`config.mk`:
```
export PLATFORM = sky130hd
export DESIGN_NAME = uart_frame_parser_flat
export DESIGN_NICKNAME = d
export VERILOG_FILES = /design/src/rtl/uart_pkg.sv /design/src/rtl/uart_frame_parser_if.sv /design/src/rtl/uart_frame_parser_frame_buf.sv /design/src/rtl/uart_frame_parser.sv /design/src/flat_wrapper.sv
export SDC_FILE = /design/constraint.sdc
export NUM_CORES = 1
export LEC_CHECK = 0
export ABC_AREA = 1
export CAP_MARGIN = 0
export CORE_ASPECT_RATIO = 1.2
export CORE_UTILIZATION = 55
export DETAILED_ROUTE_END_ITERATION = 10
export PLACE_DENSITY = 0.72
export SYNTH_ARGS = -nofsm -noshare
export SYNTH_HDL_FRONTEND = slang
export SYNTH_SLANG_ARGS = --single-unit
```
`constraint.sdc`:
```
create_clock -name clk -period 3.65 [get_ports clk]
set_input_delay 0.73 -clock clk [delete_from_list [all_inputs] [get_ports clk]]
set_output_delay 0.73 -clock clk [all_outputs]
set_load 0.02 [all_outputs]
```
`src/rtl/uart_pkg.sv`:
```
// Shared types and constants for the UART receive-side framing stage.
package uart_pkg;

  localparam int unsigned BYTE_W = 8;
  localparam int unsigned ERR_W  = 2;

  // Frame parser states
  typedef enum logic [2:0] {
    ST_IDLE    = 3'd0,
    ST_LEN     = 3'd1,
    ST_PAYLOAD = 3'd2,
    ST_CHK     = 3'd3,
    ST_DRAIN   = 3'd4
  } state_e;

  // Error causes reported on err_code
  localparam logic [ERR_W-1:0] ERR_NONE    = 2'd0;
  localparam logic [ERR_W-1:0] ERR_LEN     = 2'd1;
  localparam logic [ERR_W-1:0] ERR_CHK     = 2'd2;
  localparam logic [ERR_W-1:0] ERR_TIMEOUT = 2'd3;

  localparam logic [BYTE_W-1:0] SOF_DEFAULT = 8'h55;

endpackage

```
`src/rtl/uart_frame_parser_if.sv`:
```
// Byte-receiver input and verified payload output of the frame parser.
interface uart_frame_parser_if;
  import uart_pkg::*;

  logic [BYTE_W-1:0] rx_data;
  logic              rx_ready;
  logic [BYTE_W-1:0] out_data;
  logic              out_valid;
  logic              out_ready;
  logic              frame_done;
  logic              frame_err;
  logic [ERR_W-1:0]  err_code;
  logic              busy;

  // Parser side
  modport slave (
    input  rx_data, rx_ready, out_ready,
    output out_data, out_valid, frame_done, frame_err, err_code, busy
  );

  // Receiver / sink side
  modport master (
    output rx_data, rx_ready, out_ready,
    input  out_data, out_valid, frame_done, frame_err, err_code, busy
  );
endinterface

```
`src/rtl/uart_frame_parser_frame_buf.sv`:
```
// Payload buffer: register array, synchronous write, asynchronous read, no reset.
module frame_buf #(
  parameter int unsigned DEPTH = 16,
  parameter int unsigned AW    = 4
) (
  input  logic          clk,
  input  logic          we,
  input  logic [AW-1:0] waddr,
  input  logic [7:0]    wdata,
  input  logic [AW-1:0] raddr,
  output logic [7:0]    rdata
);

  logic [7:0] r_mem [DEPTH];

  // Write port
  always_ff @(posedge clk) begin
    if (we) r_mem[waddr] <= wdata;
  end

  assign rdata = r_mem[raddr];

endmodule

```
`src/rtl/uart_frame_parser.sv`:
```
// Frame parser: SOF, LEN, payload[LEN], CHK -> verified valid/ready byte stream.
// Optional CHK byte and running sum are built only when UART_FRAME_CHECKSUM_EN
// is defined; otherwise the frame ends with its last payload byte.
module uart_frame_parser
  import uart_pkg::*;
#(
  parameter int unsigned       MAX_LEN = 16,
  parameter logic [BYTE_W-1:0] SOF     = SOF_DEFAULT,
  parameter int unsigned       TIMEOUT = 104160
) (
  input logic               clk,
  input logic               rst,
  uart_frame_parser_if.slave bus
);

  localparam int unsigned AW = $clog2(MAX_LEN);
  localparam int unsigned PW = AW + 1;
  localparam int unsigned CW = $clog2(TIMEOUT);

  state_e            r_state;
  state_e            w_state_next;

  logic              r_rdy_d;
  logic              w_byte_stb;
  logic [BYTE_W-1:0] w_byte;

  logic [BYTE_W-1:0] r_len;
  logic [PW-1:0]     r_wr_ptr;
  logic [PW-1:0]     r_rd_ptr;
  logic [CW-1:0]     r_cnt;
`ifdef UART_FRAME_CHECKSUM_EN
  logic [BYTE_W-1:0] r_sum;
`endif

  logic              r_out_valid;
  logic [BYTE_W-1:0] r_out_data;
  logic              r_frame_err;
  logic [ERR_W-1:0]  r_err_code;
  logic              r_busy;

  logic              w_err;
  logic [ERR_W-1:0]  w_err_code;
  logic              w_len_load;
  logic              w_wr_en;
  logic              w_drain_enter;
  logic              w_hs;
  logic              w_last;
  logic              w_done;
  logic              w_to;
  logic              w_cnt_run;

  logic [AW-1:0]     w_raddr;
  logic [BYTE_W-1:0] w_rdata;
  logic [BYTE_W-1:0] w_rdata_fwd;

  assign w_byte     = bus.rx_data;
  assign w_byte_stb = bus.rx_ready & ~r_rdy_d;
  assign w_hs       = r_out_valid & bus.out_ready;
  assign w_last     = (BYTE_W'(r_rd_ptr) == (r_len - 8'd1));
  assign w_cnt_run  = (r_state == ST_LEN) || (r_state == ST_PAYLOAD) || (r_state == ST_CHK);
  assign w_to       = w_cnt_run && (r_cnt == CW'(TIMEOUT - 1)) && !w_byte_stb;

  // Next read address: slot 0 when a drain starts, otherwise the byte after the accepted one
  assign w_raddr     = (r_state == ST_DRAIN) ? AW'(r_rd_ptr + PW'(1)) : '0;
  // A one-byte frame without CHK enters DRAIN while its only byte is still being written
  assign w_rdata_fwd = (w_wr_en && (AW'(r_wr_ptr) == w_raddr)) ? w_byte : w_rdata;

  frame_buf #(
    .DEPTH (MAX_LEN),
    .AW    (AW)
  ) u_buf (
    .clk   (clk),
    .we    (w_wr_en),
    .waddr (AW'(r_wr_ptr)),
    .wdata (w_byte),
    .raddr (w_raddr),
    .rdata (w_rdata)
  );

  // State register
  always_ff @(posedge clk or negedge rst) begin
    if (!rst) r_state <= ST_IDLE;
    else      r_state <= w_state_next;
  end

  // Next-state and per-cycle control decisions
  always_comb begin
    w_state_next  = r_state;
    w_err         = 1'b0;
    w_err_code    = ERR_NONE;
    w_len_load    = 1'b0;
    w_wr_en       = 1'b0;
    w_drain_enter = 1'b0;
    w_done        = 1'b0;
    case (r_state)
      ST_IDLE: begin
        if (w_byte_stb && (w_byte == SOF)) w_state_next = ST_LEN;
      end
      ST_LEN: begin
        if (w_byte_stb) begin
          if ((w_byte == 8'd0) || (w_byte > BYTE_W'(MAX_LEN))) begin
            w_err        = 1'b1;
            w_err_code   = ERR_LEN;
            w_state_next = ST_IDLE;
          end else begin
            w_len_load   = 1'b1;
            w_state_next = ST_PAYLOAD;
          end
        end else if (w_to) begin
          w_err        = 1'b1;
          w_err_code   = ERR_TIMEOUT;
          w_state_next = ST_IDLE;
        end
      end
      ST_PAYLOAD: begin
        if (w_byte_stb) begin
          w_wr_en = 1'b1;
          if ((BYTE_W'(r_wr_ptr) + 8'd1) == r_len) begin
`ifdef UART_FRAME_CHECKSUM_EN
            w_state_next  = ST_CHK;
`else
            w_state_next  = ST_DRAIN;
            w_drain_enter = 1'b1;
`endif
          end
        end else if (w_to) begin
          w_err        = 1'b1;
          w_err_code   = ERR_TIMEOUT;
          w_state_next = ST_IDLE;
        end
      end
      ST_CHK: begin
`ifdef UART_FRAME_CHECKSUM_EN
        if (w_byte_stb) begin
          if (w_byte == r_sum) begin
            w_state_next  = ST_DRAIN;
            w_drain_enter = 1'b1;
          end else begin
            w_err        = 1'b1;
            w_err_code   = ERR_CHK;
            w_state_next = ST_IDLE;
          end
        end else if (w_to) begin
          w_err        = 1'b1;
          w_err_code   = ERR_TIMEOUT;
          w_state_next = ST_IDLE;
        end
`else
        w_state_next = ST_IDLE;
`endif
      end
      ST_DRAIN: begin
        // Incoming bytes are ignored until the buffered frame has been delivered
        if (w_hs && w_last) begin
          w_done       = 1'b1;
          w_state_next = ST_IDLE;
        end
      end
      default: w_state_next = ST_IDLE;
    endcase
  end

  // Inter-byte timeout counter, live only while a frame is being received
  always_ff @(posedge clk or negedge rst) begin
    if (!rst)                        r_cnt <= '0;
    else if (w_byte_stb || !w_cnt_run) r_cnt <= '0;
    else                             r_cnt <= r_cnt + CW'(1);
  end

  // Datapath: strobe edge detect, length, pointers, checksum and registered outputs
  always_ff @(posedge clk or negedge rst) begin
    if (!rst) begin
      r_rdy_d     <= 1'b1;
      r_len       <= '0;
      r_wr_ptr    <= '0;
      r_rd_ptr    <= '0;
`ifdef UART_FRAME_CHECKSUM_EN
      r_sum       <= '0;
`endif
      r_out_valid <= 1'b0;
      r_out_data  <= '0;
      r_frame_err <= 1'b0;
      r_err_code  <= ERR_NONE;
      r_busy      <= 1'b0;
    end else begin
      r_rdy_d     <= bus.rx_ready;
      r_frame_err <= w_err;
      r_busy      <= (w_state_next != ST_IDLE);
      if (w_err) begin
        r_err_code <= w_err_code;
        r_wr_ptr   <= '0;
        r_rd_ptr   <= '0;
`ifdef UART_FRAME_CHECKSUM_EN
        r_sum      <= '0;
`endif
      end
      if (w_len_load) begin
        r_len    <= w_byte;
        r_wr_ptr <= '0;
`ifdef UART_FRAME_CHECKSUM_EN
        r_sum    <= w_byte;
`endif
      end
      if (w_wr_en) begin
        r_wr_ptr <= r_wr_ptr + PW'(1);
`ifdef UART_FRAME_CHECKSUM_EN
        r_sum    <= r_sum + w_byte;
`endif
      end
      if (w_drain_enter) begin
        r_out_valid <= 1'b1;
        r_rd_ptr    <= '0;
        r_out_data  <= w_rdata_fwd;
      end else if (w_hs) begin
        if (w_last) begin
          r_out_valid <= 1'b0;
          r_rd_ptr    <= '0;
          r_wr_ptr    <= '0;
`ifdef UART_FRAME_CHECKSUM_EN
          r_sum       <= '0;
`endif
        end else begin
          r_rd_ptr   <= r_rd_ptr + PW'(1);
          r_out_data <= w_rdata_fwd;
        end
      end
    end
  end

  assign bus.out_data   = r_out_data;
  assign bus.out_valid  = r_out_valid;
  assign bus.frame_done = w_done;
  assign bus.frame_err  = r_frame_err;
  assign bus.err_code   = r_err_code;
  assign bus.busy       = r_busy;

endmodule

```
`src/flat_wrapper.sv`:
```
// flat-port wrapper written by rule: the top's interface ports become plain ports
module uart_frame_parser_flat import uart_pkg::*;
#(
  parameter int unsigned       MAX_LEN = 16,
  parameter logic [BYTE_W-1:0] SOF     = SOF_DEFAULT,
  parameter int unsigned       TIMEOUT = 104160
)
  (clk, rst, bus_rx_data, bus_rx_ready, bus_out_ready, bus_out_data, bus_out_valid, bus_frame_done, bus_frame_err, bus_err_code, bus_busy);
  uart_frame_parser_if bus_i ();
  input logic clk;
  input logic rst;
  input wire logic [$bits(bus_i.rx_data)-1:0] bus_rx_data;
  input wire logic [$bits(bus_i.rx_ready)-1:0] bus_rx_ready;
  input wire logic [$bits(bus_i.out_ready)-1:0] bus_out_ready;
  output wire logic [$bits(bus_i.out_data)-1:0] bus_out_data;
  output wire logic [$bits(bus_i.out_valid)-1:0] bus_out_valid;
  output wire logic [$bits(bus_i.frame_done)-1:0] bus_frame_done;
  output wire logic [$bits(bus_i.frame_err)-1:0] bus_frame_err;
  output wire logic [$bits(bus_i.err_code)-1:0] bus_err_code;
  output wire logic [$bits(bus_i.busy)-1:0] bus_busy;
  assign bus_i.rx_data = bus_rx_data;
  assign bus_i.rx_ready = bus_rx_ready;
  assign bus_i.out_ready = bus_out_ready;
  assign bus_out_data = bus_i.out_data;
  assign bus_out_valid = bus_i.out_valid;
  assign bus_frame_done = bus_i.frame_done;
  assign bus_frame_err = bus_i.frame_err;
  assign bus_err_code = bus_i.err_code;
  assign bus_busy = bus_i.busy;
  uart_frame_parser #(.MAX_LEN(MAX_LEN), .SOF(SOF), .TIMEOUT(TIMEOUT)) u_core (.clk(clk), .rst(rst), .bus(bus_i));
endmodule
```
# Word-level counts from Yosys, hierarchy flattened
# Memory sizes are Yosys's and may differ from the RTL's.
# Cells that the tools add are included.
dict set report totals {
  elab_cells 99
  memories 1
  reg_bits 52
  input_bits 12
  mem_bits_rw 128
}
# memory words word_bits rd rd_clocked_by_memory_dff wr line
set memory_table {}
lappend memory_table {u_core.u_buf.r_mem 16 8 1 0 1 uart_frame_parser_frame_buf.sv:14} ;# logic [7:0] r_mem [DEPTH];
dict set report op_classes {
  n_reduce_logical 19
  bitwise 3
  muxes 49
  n_eq_ne 10
  magnitude_cmp 1
  addsub 5
}
# cell n
set op_table {}
lappend op_table {{5-bit two-way mux} 10}
lappend op_table {{8-bit two-way mux} 4}
lappend op_table {{1-bit two-way mux} 20}
lappend op_table {{3-bit two-way mux} 6}
lappend op_table {{17-bit by 1-bit adder with 17-bit output (second input constant)} 1}
lappend op_table {{17-bit == test (second input constant)} 1}
lappend op_table {{17-bit two-way mux} 1}
lappend op_table {{3-bit one-hot mux with 4 select lines} 1}
lappend op_table {{5-bit by 1-bit adder with 5-bit output (second input constant)} 2}
lappend op_table {{5-bit by 8-bit == test with 1-bit output} 1}
lappend op_table {{8-bit by 7-bit == test with 1-bit output (second input constant)} 1}
lappend op_table {{8-bit == test} 1}
lappend op_table {{8-bit by 5-bit greater-than comparator with 1-bit output (second input constant)} 1}
lappend op_table {{8-bit zero test} 1}
lappend op_table {{2-bit two-way mux} 4}
lappend op_table {{8-bit by 1-bit subtractor with 8-bit output (second input constant)} 1}
lappend op_table {{5-bit by 1-bit adder with 6-bit output (second input constant)} 1}
lappend op_table {{3-bit by 2-bit == test with 1-bit output (second input constant)} 2}
lappend op_table {{3-bit nonzero test} 2}
lappend op_table {{1-bit logical AND} 5}
lappend op_table {{4-bit == test} 1}
lappend op_table {{1-bit logical OR} 4}
lappend op_table {{4-bit two-way mux} 1}
lappend op_table {{2-bit one-hot mux with 2 select lines} 1}
lappend op_table {{other kinds (10)} 14}

# Depth between registers and ports, before layout
dict set report logic_depth {
  ltp_word 14
  ltp_mapped 15
  ltp_nobuf 15
}

# By module
# From an unflattened synthesis, not the netlist that was laid out.
dict set report unflattened {
  hier_cells 1027
  area_unflattened_um2 8842.2
}
# mod cells_each instances area_per_inst_um2
set modules_own_cells {}
lappend modules_own_cells {frame_buf 543 1 5606.6}
lappend modules_own_cells {uart_frame_parser 484 1 3235.6}

# Worst setup path before layout
# OpenSTA, ideal clock, no wires.
dict set report synth_path {
  path_type {in2reg}
  startpoint {input port bus_rx_ready}
  endpoint {memory u_core.u_buf.r_mem[11][0], enable pin}
  t_arrival_ps 1995
  setup_ps 383
  n_path_buf 1
  setup_slack_ps 1272
  required_time_ps 3267
  path_stages 5
  cell_sequence {nand2_2 > nor2_2 > buf_2 > inv_1 > nor3_1}
}
dict set report synth_via {
  elab_chain_cells 5
}
# item line
set synth_lines {}
lappend synth_lines {{from (decl)} flat_wrapper.sv:13} ;# input wire logic [$bits(bus_i.rx_ready)-1:0] bus_rx_ready;
lappend synth_lines {{1-bit bitwise AND} uart_frame_parser.sv:57} ;# assign w_byte_stb = bus.rx_ready & ~r_rdy_d;
lappend synth_lines {{1-bit two-way mux} uart_frame_parser.sv:116} ;# if (w_byte_stb) begin
lappend synth_lines {{1-bit two-way mux} uart_frame_parser.sv:95} ;# case (r_state)
lappend synth_lines {{1-bit two-way mux} uart_frame_parser_frame_buf.sv:18} ;# if (we) r_mem[waddr] <= wdata;
lappend synth_lines {{1-bit two-way mux (not written as such)} uart_frame_parser_frame_buf.sv:18}
lappend synth_lines {{to (decl)} uart_frame_parser_frame_buf.sv:14}
# Every way passes these cells.

# Final worst setup path
dict set report layout_path {
  startpoint {register u_core.r_len[0]}
  endpoint {output port bus_frame_done}
}
dict set report layout_via {
  elab_chain_cells 5
}
# item line
set layout_lines {}
lappend layout_lines {{from (decl)} uart_frame_parser.sv:27} ;# logic [BYTE_W-1:0] r_len;
lappend layout_lines {{from (signal assigned)} uart_frame_parser.sv:198} ;# r_len <= w_byte;
lappend layout_lines {{8-bit by 1-bit subtractor with 8-bit output} uart_frame_parser.sv:59} ;# assign w_last = (BYTE_W'(r_rd_ptr) == (r_len - 8'd1));
lappend layout_lines {{5-bit by 8-bit == test with 1-bit output} uart_frame_parser.sv:59}
lappend layout_lines {{1-bit logical AND} uart_frame_parser.sv:154} ;# if (w_hs && w_last) begin
lappend layout_lines {{1-bit two-way mux} uart_frame_parser.sv:154}
lappend layout_lines {{1-bit two-way mux} uart_frame_parser.sv:95}
lappend layout_lines {{to (decl)} flat_wrapper.sv:17} ;# output wire logic [$bits(bus_i.frame_done)-1:0] bus_frame_done;
# Every way passes these cells.

==> run_results.csv <==
group,metric,value,unit
run_status,status,"complete, no violations",
route,final_antenna_net_count,0,
timing,fin_crit,3040,ps
placement,port_buffers,25,
floorplan,rows,51,
setup_path,cp_max_fo,4,
clock_tree,clk_pin_slew_worst_paths,60,ps
clock_tree,worstSkewPairLatency,430,ps
floorplan,die-area,0.0172,sq mm
synthesis,yosys-top-cells-area,"edfxtp_1, dfrtp_1, nand2_1",
route,vias_per_cell,5.55,
finish,drive_above_1_share,0.0952,
global_routing,grt_pass1_vias,6839,
floorplan,die_x,120,microns
power,seqPwrFrac,0.470,
timing,rsz0062_at_grt,"no",
synthesis,synth_seq_cells,180,
setup_path,start_kind,"flip-flop",
clock_tree,cts_tree,"done",
timing,setup_tns,0,ps
synthesis,yosysSeqAreaShare,0.561,
timing,tightest_slew,875,ps
floorplan,core_region_area,0.0163,sq mm
finish,mostFrequentLayoutCells,"nand2_1, inv_1, nand3_1, edfxtp_1, nor2_1",
route,routed_wl,22500,microns
clock_tree,cts_made_buffers,17,
timing,post-route-period-util,0.834,
timing,hold_viol_final,0,
global_routing,grt-ovfl-total,0,
placement,gp_congestion,0.940,
finish,fin_nets,1100,
timing,maxSlewHeadroom,0.417,
power,power_density,490,mW/mm^2
floorplan,initial_core_util,0.564,
clock_tree,cts_max_path_buffers,2,
synthesis,syn_avg_cell_area,8.76,sq um
power,p_leak,4.76,nW
placement,hpwl,14700,microns
timing,whs,417,ps
setup_path,worstPathRequired,2920,ps
synthesis,syn-cell-area,0.00917,sq mm
finish,area_delta_synth_final,12.2,%
hold_path,hold_path_class,"in2async",
finish,final_common_cell,"nand2_1",
setup_path,rr_startpoint,"u_core.r_rd_ptr[0]",
clock_tree,cts_hold_buf,0,
route,first_pass_iters,5,
clock_tree,cts_max_level,4,
route,drc,0,
clock_tree,post-cts-setup-buffers,0,
finish,multi_input_area,0.00310,sq mm
placement,place_ws,569,ps
setup_path,slowest_delay,400,ps
global_routing,grt_max_degree,61,
finish,area.sequential,0.00515,sq mm
timing,finalSetupViolCount,0,
setup_path,cp-startpoint,"u_core.r_len[0]",
global_routing,antenna_found_initial,0,
timing,skew,6.63,ps
floorplan,die_h,143,microns
setup_path,crit_path_end_kind,"output pin",
global_routing,gr-usage-all-layers,0.281,
timing,max_freq,329,MHz
setup_path,crit_chain,"inv_1 -> ha_1 -> inv_1 -> nor2_1 -> nand3_1 -> nand2_1 -> nand3_1 -> nor2_1 -> nand3_1 -> nor2_1 -> dlymetal6s2s_1",
setup_path,cp.arrival,2310,ps
power,ir_drop,0.346,mV
clock_tree,cts.sinks,180,
timing,layout_setup_ws,606,ps
route,drt_iter0_drc,737,
finish,antenna_cells,0,
floorplan,num_io_pins,26,
synthesis,synth_top_cell_area_share,0.419,
clock_tree,clockRootBuffer,"clkbuf_16",
timing,slew_viol_final,0,
route,num_vias,7241,
synthesis,yosys.area.top_type,"edfxtp_1",
run,cap_violations,0,
synthesis,syn-num-nets,1066,
setup_path,crit_type,"reg2out",
power,combPwrFrac,0.170,
power,power_frac_clock,0.360,
route,wl_per_cell,17.3,microns
power,p_switching,0.00144,W
synthesis,netlist_instances,1047,
setup_path,slowest_stage,"dfrtp_1",
synthesis,synth_cell_types,37,
power,swShare,0.286,
finish,n_fill_cell,1381,
global_routing,grt_pass1_wl,36000,microns
synthesis,yosysWarnings,0,
power,p_int,0.00360,W
metrics by stage:
step	utilization	power (W)	instances	instance area, sq um
after floorplan	-	0.00298	1047	9170
after global placement	0.597	0.00323	1274	9710
after detailed placement	0.597	0.00324	1274	9710
after CTS	0.632	0.00505	1305	10300
after global routing	0.632	0.00525	1305	10300
final	0.632	0.00504	1305	10300
sequential cells by signal, summed over array words and instances (netlist names), 2 cells and up:
register	cells
u_core.bus.out_data	8
u_core.r_wr_ptr	5
u_core.r_rd_ptr	5
u_core.r_len	8
u_core.r_state	3
u_core.u_buf.r_mem	128
u_core.bus.err_code	2
u_core.r_cnt	17
power groups by stage:
| stage | clock network, W | logic [W] | registers [W] |
|---|---|---|---|
| 6_report | 0.00181 | 0.000858 | 0.00237 |
| 4_1_cts | 0.00184 | 0.000848 | 0.00237 |
| 5_1_grt | 0.00192 | 0.000953 | 0.00238 |
| 3_3_place_gp | 0 | 0.000826 | 0.00241 |
| 2_1_floorplan | 0 | 0.000591 | 0.00239 |
| 3_5_place_dp | 0 | 0.000837 | 0.00241 |
layer usage:
| metal | vias to the layer above | part of all wire | track usage |
|---|---|---|---|
| met2 | 284 | 0.50 | 0.467 |
| li1 | 3518 | - | - |
| met3 | 55 | 0.063 | 0.0464 |
| met4 | 0 | 0.037 | 0.142 |
| met5 | - | 0 | 0 |
| met1 | 3384 | 0.40 | 0.355 |
cell families (layout without fill, tap and decap cells):
kind of cell | count (synthesis) | in the layout | synth area share
AO/OA/AOI/OAI | 27 | 27 | 0.0160
buffers and inverters | 236 | 282 | 0.101
AND/OR/NAND/NOR | 594 | 594 | 0.308
XOR/XNOR | 3 | 3 | 0.00368
flip-flops | 180 | 180 | 0.561
adder cells (fa/ha/maj) | 7 | 7 | 0.00955
worst max-delay path: cells and delay by family, from the launching register on:
family        cells  cell delay (ps)
buf+inv           3              440
fa+ha+maj         1              230
simple gates      7              820
flops             1              400
cells in the mapped netlist (all sizes together):
library cell,number
or2,1
nand4,69
a21oi,8
a21boi,1
o21a,1
ha,7
o211a,1
inv,198
dfrtp,51
edfxtp,128
o21ai,15
xor2,3
nand3b,7
nor4,1
a31oi,1
buf,30
nor3,18
dfstp,1
nor2,88
nand3,179
nand2,231
clkbuf,8
path summary, 6_finish.rpt:
path | endpoint | slack [ps] | cells past startpoint
min in group clk | u_core.r_cnt[0] | 460 | 1
max in group asynchronous | u_core.r_cnt[2] | 2480 | 2
worst min-delay path | u_core.bus.out_data[1] | 420 | 1
worst min register to register | u_core.r_cnt[0] | 460 | 1
worst max-delay path | bus_frame_done | 610 | 11
worst max register to register | u_core.bus.out_data[4] | 760 | 11
layout make-up:
| type | count | area share |
|---|---|---|
| clock buffers | 22 | 0.0432 |
| inverters | 198 | 0.0725 |
| multi-input cells | 631 | 0.301 |
| repair buffers | 53 | 0.0445 |
| flip-flops and latches | 180 | 0.500 |
| clock inverters | 9 | 0.0126 |
| well taps | 212 | 0.0258 |
repair_timing:
item,in CTS,in global routing
endpoints found under the hold margin,0,0
resized for setup,0,1
endpoints found under the setup margin,0,1
No activity file was read; power rests on OpenSTA's default activity.
